==> src/rtl/load_store_unit.sv <==
// Load/store unit: turns byte-addressed loads/stores into word-aligned memory beats,
// splitting word-crossing accesses and merging sub-word stores by read-modify-write.
module load_store_unit #(
  parameter int ALLOW_MISALIGNED = 1,
  parameter int ADDR_W           = 32
) (
  input  logic              clk,
  input  logic              reset,
  input  logic              req_valid_i,
  output logic              req_ready_o,
  input  logic              req_store_i,
  input  logic [2:0]        funct3_i,
  input  logic [ADDR_W-1:0] addr_i,
  input  logic [31:0]       wdata_i,
  input  logic [4:0]        rd_i,
  output logic [ADDR_W-1:0] mem_addr_o,
  input  logic [31:0]       mem_rdata_i,
  output logic [31:0]       mem_wdata_o,
  output logic              mem_we_o,
  output logic              resp_valid_o,
  output logic [31:0]       resp_data_o,
  output logic [4:0]        resp_rd_o,
  output logic              resp_err_o
);

  localparam logic [2:0] S_IDLE = 3'd0;
  localparam logic [2:0] S_RD0  = 3'd1;
  localparam logic [2:0] S_RD1  = 3'd2;
  localparam logic [2:0] S_WR0  = 3'd3;
  localparam logic [2:0] S_WR1  = 3'd4;
  localparam logic [2:0] S_DONE = 3'd5;

  logic [2:0]        r_state;
  logic [2:0]        w_next;
  logic              r_store;
  logic [2:0]        r_f3;
  logic [1:0]        r_off;
  logic              r_cross;
  logic              r_err;
  logic [ADDR_W-1:0] r_a0;
  logic [31:0]       r_wdata;
  logic [4:0]        r_rd;
  logic [31:0]       r_buf0;
  logic [31:0]       r_buf1;

  logic              w_accept;
  logic [2:0]        w_req_size;
  logic              w_req_cross;
  logic              w_req_illegal;
  logic              w_req_err;
  logic              w_req_sw_aligned;
  logic [ADDR_W-1:0] w_a1;
  logic [4:0]        w_shamt;
  logic [63:0]       w_size_mask;
  logic [63:0]       w_mask;
  logic [63:0]       w_merged;
  logic [31:0]       w_shifted;
  logic [31:0]       w_load;

  assign req_ready_o = (r_state == S_IDLE) && !reset;
  assign w_accept    = req_valid_i && req_ready_o;

  always_comb begin
    case (funct3_i[1:0])
      2'b00:   w_req_size = 3'd1;
      2'b01:   w_req_size = 3'd2;
      default: w_req_size = 3'd4;
    endcase
  end

  assign w_req_cross      = ({1'b0, addr_i[1:0]} + w_req_size) > 3'd4;
  assign w_req_illegal    = req_store_i ? (funct3_i > 3'b010)
                                        : ((funct3_i == 3'b011) || (funct3_i[2:1] == 2'b11));
  assign w_req_err        = w_req_illegal || (w_req_cross && (ALLOW_MISALIGNED == 0));
  assign w_req_sw_aligned = req_store_i && (funct3_i == 3'b010) && (addr_i[1:0] == 2'b00);

  always_comb begin
    w_next = r_state;
    case (r_state)
      S_IDLE: begin
        if (w_accept) begin
          if (w_req_err)             w_next = S_DONE;
          else if (w_req_sw_aligned) w_next = S_WR0;
          else                       w_next = S_RD0;
        end
      end
      S_RD0:   w_next = r_cross ? S_RD1 : (r_store ? S_WR0 : S_DONE);
      S_RD1:   w_next = r_store ? S_WR0 : S_DONE;
      S_WR0:   w_next = r_cross ? S_WR1 : S_DONE;
      S_WR1:   w_next = S_DONE;
      S_DONE:  w_next = S_IDLE;
      default: w_next = S_IDLE;
    endcase
  end

  always_ff @(posedge clk or posedge reset) begin
    if (reset) begin
      r_state <= S_IDLE;
      r_store <= 1'b0;
      r_f3    <= 3'b000;
      r_off   <= 2'b00;
      r_cross <= 1'b0;
      r_err   <= 1'b0;
      r_a0    <= '0;
      r_wdata <= 32'h0;
      r_rd    <= 5'h0;
      r_buf0  <= 32'h0;
      r_buf1  <= 32'h0;
    end else begin
      r_state <= w_next;
      if (w_accept) begin
        r_store <= req_store_i;
        r_f3    <= funct3_i;
        r_off   <= addr_i[1:0];
        r_cross <= w_req_cross;
        r_err   <= w_req_err;
        r_a0    <= {addr_i[ADDR_W-1:2], 2'b00};
        r_wdata <= wdata_i;
        r_rd    <= rd_i;
        r_buf0  <= 32'h0;
        r_buf1  <= 32'h0;
      end
      if (r_state == S_RD0) r_buf0 <= mem_rdata_i;
      if (r_state == S_RD1) r_buf1 <= mem_rdata_i;
    end
  end

  // Second word address wraps naturally at the top of the address space.
  assign w_a1    = r_a0 + {{(ADDR_W-3){1'b0}}, 3'b100};
  assign w_shamt = {r_off, 3'b000};

  always_comb begin
    case (r_f3[1:0])
      2'b00:   w_size_mask = 64'h0000_0000_0000_00FF;
      2'b01:   w_size_mask = 64'h0000_0000_0000_FFFF;
      default: w_size_mask = 64'h0000_0000_FFFF_FFFF;
    endcase
  end

  assign w_mask    = w_size_mask << w_shamt;
  assign w_merged  = ({r_buf1, r_buf0} & ~w_mask) | (({32'h0, r_wdata} << w_shamt) & w_mask);
  assign w_shifted = 32'({r_buf1, r_buf0} >> w_shamt);

  always_comb begin
    case (r_f3)
      3'b000:  w_load = {{24{w_shifted[7]}}, w_shifted[7:0]};
      3'b001:  w_load = {{16{w_shifted[15]}}, w_shifted[15:0]};
      3'b010:  w_load = w_shifted;
      3'b100:  w_load = {24'h0, w_shifted[7:0]};
      3'b101:  w_load = {16'h0, w_shifted[15:0]};
      default: w_load = 32'h0;
    endcase
  end

  always_comb begin
    mem_addr_o  = '0;
    mem_wdata_o = 32'h0;
    case (r_state)
      S_RD0: mem_addr_o = r_a0;
      S_RD1: mem_addr_o = w_a1;
      S_WR0: begin
        mem_addr_o  = r_a0;
        mem_wdata_o = w_merged[31:0];
      end
      S_WR1: begin
        mem_addr_o  = w_a1;
        mem_wdata_o = w_merged[63:32];
      end
      default: ;
    endcase
  end

  assign mem_we_o     = ((r_state == S_WR0) || (r_state == S_WR1)) && !reset;
  assign resp_valid_o = (r_state == S_DONE);
  assign resp_err_o   = (r_state == S_DONE) && r_err;
  assign resp_rd_o    = (r_state == S_DONE) ? r_rd : 5'h0;
  assign resp_data_o  = ((r_state == S_DONE) && !r_err && !r_store) ? w_load : 32'h0;

endmodule

==> config.mk <==
export PLATFORM = sky130hd
export DESIGN_NAME = load_store_unit
export DESIGN_NICKNAME = d
export VERILOG_FILES = /design/src/rtl/load_store_unit.sv
export SDC_FILE = /design/constraint.sdc
export NUM_CORES = 1
export LEC_CHECK = 0
export BUFFER_PORTS_ARGS = -buffer_cell sky130_fd_sc_hd__buf_2
export CAP_MARGIN = 20
export CORE_MARGIN = 2
export CORE_UTILIZATION = 38
export CTS_CLUSTER_DIAMETER = 60
export DETAILED_ROUTE_END_ITERATION = 16
export SYNTH_ARGS = -nofsm -noshare
export SYNTH_HDL_FRONTEND = slang
export SYNTH_SLANG_ARGS = --single-unit
==> constraint.sdc <==
create_clock -name clk -period 6.5 [get_ports clk]
set_clock_uncertainty 0.1 [all_clocks]
set_input_delay 0.325 -clock clk [delete_from_list [all_inputs] [get_ports clk]]
set_output_delay 0.325 -clock clk [all_outputs]
set_load 0.1 [all_outputs]
; ---- After elaboration in Yosys (flattened, before gate mapping)
; Cells that the tools add are included.
[totals]
output_inout_bits = 105
word_cells = 77
regBits = 142
[op_classes]
bitwise_logic = 4
muxes = 18
magnitude_cmp = 2
addsub = 2
n_reduce_logical = 22
shifts = 3
eq_ne = 15
[op_table]
columns = cell, count
row1 = one-hot mux 32 bit (2 select lines), 3
row2 = one-hot mux 32 bit (5 select lines), 1
row3 = AND 64 bit, 2
row4 = two-way mux 32 bit, 4
row5 = inverter 64 bit, 1
row6 = OR 64 bit, 1
row7 = left shift 32 x 5 -> 64 bit, 1
row8 = left shift 64 x 5 -> 64 bit, 1
row9 = >> shifter 64 x 5 -> 32 bit, 1
row10 = "adder 32 x 3 -> 32 bit, second input constant", 1
row11 = "equality test 3 x 2 -> 1 bit, second input constant", 5
row12 = one-hot mux 3 bit (5 select lines), 1
row13 = "equality test 3 bit, second input constant", 4
row14 = two-way mux 3 bit, 4
row15 = logical AND 1 bit, 8
row16 = "equality test 3 x 1 -> 1 bit, second input constant", 2
row17 = logical NOT 2 bit, 3
row18 = logical NOT 3 bit, 2
row19 = one-hot mux 3 bit (2 select lines), 1
row20 = two-way mux 5 bit, 1
row21 = "equality test 2 x 1 -> 1 bit, second input constant", 2
row22 = nonzero test 2 bit, 2
row23 = OR reduction 2 bit, 2
row24 = adder 2 x 3 -> 3 bit, 1
row25 = 8 further kinds, 12

; ---- Depth between registers and ports, before layout
[logic_depth]
ltp_word = 7
ltp_mapped = 7
ltp_nobuf = 7

; ---- Worst setup path after synthesis
; OpenSTA, ideal clock, no wires.
[synth_path]
path_kind = flip-flop to output port
from = register r_state[2]
to = output port resp_data_o[10]
setup_slack_ps = 2347
path_stages_with_launch = 7
required_ps = 6075
arrival_ps = 3728
path_cell_list = dfrtp_1 > buf_2 > and3_1 > clkbuf_1 > nand3_1 > clkbuf_1 > a21oi_1
[synth_between]
elab_chain_cells = 4
[synth_lines]
columns = item, line_no
row1 = start: declaration, 33  ; logic [2:0] r_state;
row2 = start signal: assignment, 110  ; r_state <= w_next;
row3 = equality test 3 bit, -
row4 = net resp_valid_o, 20  ; output logic resp_valid_o,
row5 = logical AND 1 bit (2 in a row), 177  ; assign resp_data_o = ((r_state == S_DONE) && !r_err && !r_store) ? w_load : 32'h0;
row6 = two-way mux 32 bit, 177
row7 = end: declaration, 21  ; output logic [31:0] resp_data_o,
; The timed path passes the listed nets, and every way through them passes these cells.

; ---- Worst setup path after layout
[layout_path]
from = register r_off[0]
to = output port resp_data_o[14]
[layout_between]
elab_chain_cells = 3
[layout_lines]
columns = item, line_no
row1 = start: declaration, 37  ; logic [1:0] r_off;
row2 = start signal: assignment, 114  ; r_off <= addr_i[1:0];
row3 = >> shifter 64 x 5 -> 32 bit, 142  ; assign w_shifted = 32'({r_buf1, r_buf0} >> w_shamt);
row4 = one-hot mux 32 bit (5 select lines), 145  ; case (r_f3)
row5 = two-way mux 32 bit, 177
; No other way between the ends.

==> summary.md <==
| Metric | Value |
|---|---|
| Status | finished clean |
| Gpl congestion | around 0.89 |
| Most frequent cells after synthesis | nand2_1 (191), dfrtp_1 (142), o21ai_0 (97) |
| Syn Inst Count | 987 |
| Largest fanout on the critical path | 38 |
| Met3 routed WL | roughly 2.6 mm |
| Buffers added on ports | 210 |
| Count leader, synth | nand2_1 |
| Final Setup Violations | 0 |
| Routed len/inst | roughly 20 um |
| Post-synth top area share | a little under two fifths |
| First-pass GRT wire length | between 40 and 50 mm |
| CP Data Arrival Time | 3.47 ns |
| Sequential area share after synthesis | between 30% and 40% |
| Initial antenna violation count | 9 |
| Die H | 160 um |
| Final-layout fill cell count | 2383 |
| Flops & latches, synth | approximately 140 |
| Site Rows | 57 |
| Root Buffer | clkbuf_16 |
| Number of distinct library cells after synthesis | 60 |
| Worst skew pair latency | 0.43 ns |
| CTS tree | done |
| YS warnings | 0 |
| CP Capture Type | primary output |
| Remaining DRCs | 0 |
| Fraction of registers with async set/reset | 100% |
| Vias | 8399 |
| Top FF cell, synth | dfrtp_1 |
| CTS max path bufs | 2 |
| Post-CTS Setup Inserts | 0 |
| Vias/cell | 5.63 |
| Clock transition at path regs | approximately 0.070 ns |
| F_max | 0.257 GHz |
| Largest net degree at the start of global routing | 94 |
| HP Class | input port to flip-flop |
| H-tree depth | 4 |
| Crit path launch type | flip-flop |
| Top layer in use | met5 |
| DP Wirelength | between 20 and 25 mm |
| Critical Path RT | just over 6 ns |
| Global Route Usage Sum | 23.5% |
| Tcrit/Tclk final | 60.0% |
| RSZ-0062 raised after global routing | no |
| Clock Sinks | approximately 140 |
| Fin. Hold Viols | 0 |
| Grt ovf | 0 |
| Routed Antenna Nets | 0 |
| Max Transition Viols Final | 0 |
| Fin crit period | 3.90 ns |
| Met2 wire length | about 15 mm |
| Nets | approximately 1300 |
| Cell area after synthesis | between 9000 and 10000 um^2 |
| Vias in the first global route | 7932 |
| Number of synthesized flops with an enable pin | 0 |
| Worst-Margin Slew | 1.12 ns |
| Resized cells post-CTS | 0 |
| Area growth, synth to finish | 20.4% |
| Core area | approximately 24000 um^2 |
| Top cell type by total area after synthesis | dfrtp_1 |
| Synth area leaders | dfrtp_1 (38%), mux2i_1 (9.3%), mux2_2 (9.0%), nand2_1 (7.7%), mux4_2 (7.0%) |
| Chip width | approximately 160 um |
| Die area | around 26000 um^2 |
| Initial core utilization | about two fifths |
| CP Class | flip-flop to primary output |
| I/O pin count | ~210 |
| TritonCTS buffer count | 17 |
| Met1 WL | ~12 mm |
| Mean Syn Cell Area | roughly 9.4 um^2 |
| Max Cap Violations | 0 |
| Rel. slew slack | between 20% and 30% |
| Routed WL | roughly 30 mm |
| CTS hold repair buffers | 5 |
| Share of post-route cells with drive strength above 1 | 31.9% |
| Initial drt markers | about 900 |
| Drt first pass iters | 6 |
| Fin Setup TNS | 0 ns |
==> placed cells by master (no fill, tap or decap), types with 5 or more instances in the layout <==
master,synthesis,final
nand4_1,11,11
nand2_1,191,190
and4_1,6,6
clkbuf_16,0,17
and2_1,16,16
mux4_2,29,29
nor2b_1,10,10
nor3_1,7,6
nor2_1,33,32
a21oi_1,40,40
nand3_1,25,25
o21ai_0,97,97
o32ai_1,8,8
or4_1,9,9
and3_1,6,6
buf_4,4,11
inv_1,10,9
o211ai_1,7,7
mux2i_1,86,86
buf_2,31,210
o2bb2ai_1,16,16
dlygate4sd3_1,0,5
nor4_1,5,5
mux2_2,74,74
o22ai_1,16,16
dfrtp_1,142,140
inv_6,0,5
==> registers in the layout, summed over array words and instances (netlist names) <==
signal,cells
r_cross,1
r_off,2
r_buf1,32
r_f3,3
r_store,1
r_rd,5
r_buf0,32
r_wdata,32
r_err,1
r_state,3
r_a0,30
==> cell type report <==
type	count	area, um^2	area share (%)
clock inverter	13	180	1.61
timing repair buffer	228	1210	10.8
inverter	10	42.5	0.380
antenna	3	7.51	0.0670
tap	324	405	3.62
sequential	142	3560	31.7
multi-input combinational	753	5360	47.9
clock buffer	18	439	3.92
==> worst max-delay path: stages (launching register included) <==
cell and delay (ns):
dfrtp_2 0.90, inv_1 0.44, mux2i_1 0.23, or4_1 0.64, a21oi_1 0.33, buf_2 0.49
==> path summary, 6_finish.rpt <==
kind,from,end,slack [ns],cells after the start
min reg2reg,r_rd[2],r_rd[2],0.40,1
max,r_off[0],resp_data_o[14],2.60,5
min in group asynchronous,reset,r_buf1[31],0.03,2
max reg2reg,r_state[0],r_off[0],3.79,4
max in group asynchronous,reset,r_off[0],5.02,3
min,mem_rdata_i[21],r_buf1[21],0.01,3
==> through the flow <==
step / hold slack (ns) / worst slack (ns) / instances / util (%) / instance area, um^2
after global placement: 0.379 / 3.10 / 1450 / 43.4 / 10500
after CTS: 0.00153 / 2.60 / 1486 / 46.2 / 11200
after detailed placement: 0.385 / 3.07 / 1450 / 43.4 / 10500
after floorplan: 0.342 / 2.27 / 988 / - / 9310
final: 0.0122 / 2.60 / 1491 / 46.3 / 11200
after global routing: 0.000553 / 2.47 / 1488 / 46.3 / 11200
==> cell families after synthesis <==
kind of cell,count (synthesis),synth area share (%)
XOR/XNOR,5,0.552
other,1,0.0403
multiplexers,189,25.2
adder cells (fa/ha/maj),3,0.484
AND/OR/NAND/NOR,335,16.7
AO/OA/AOI/OAI,219,14.4
flip-flops,142,38.2
buffers and inverters,93,4.42
==> routing by layer <==
layer  up-vias  global-route usage (%)
met1      4053                    30.1
met4         8                    9.50
met3        67                    6.12
met5         -                       0
li1       3907                       -
met2       364                    38.1
Power is not shown: default switching activity piles up to over one toggle a cycle in this logic, so the estimate is an artifact.
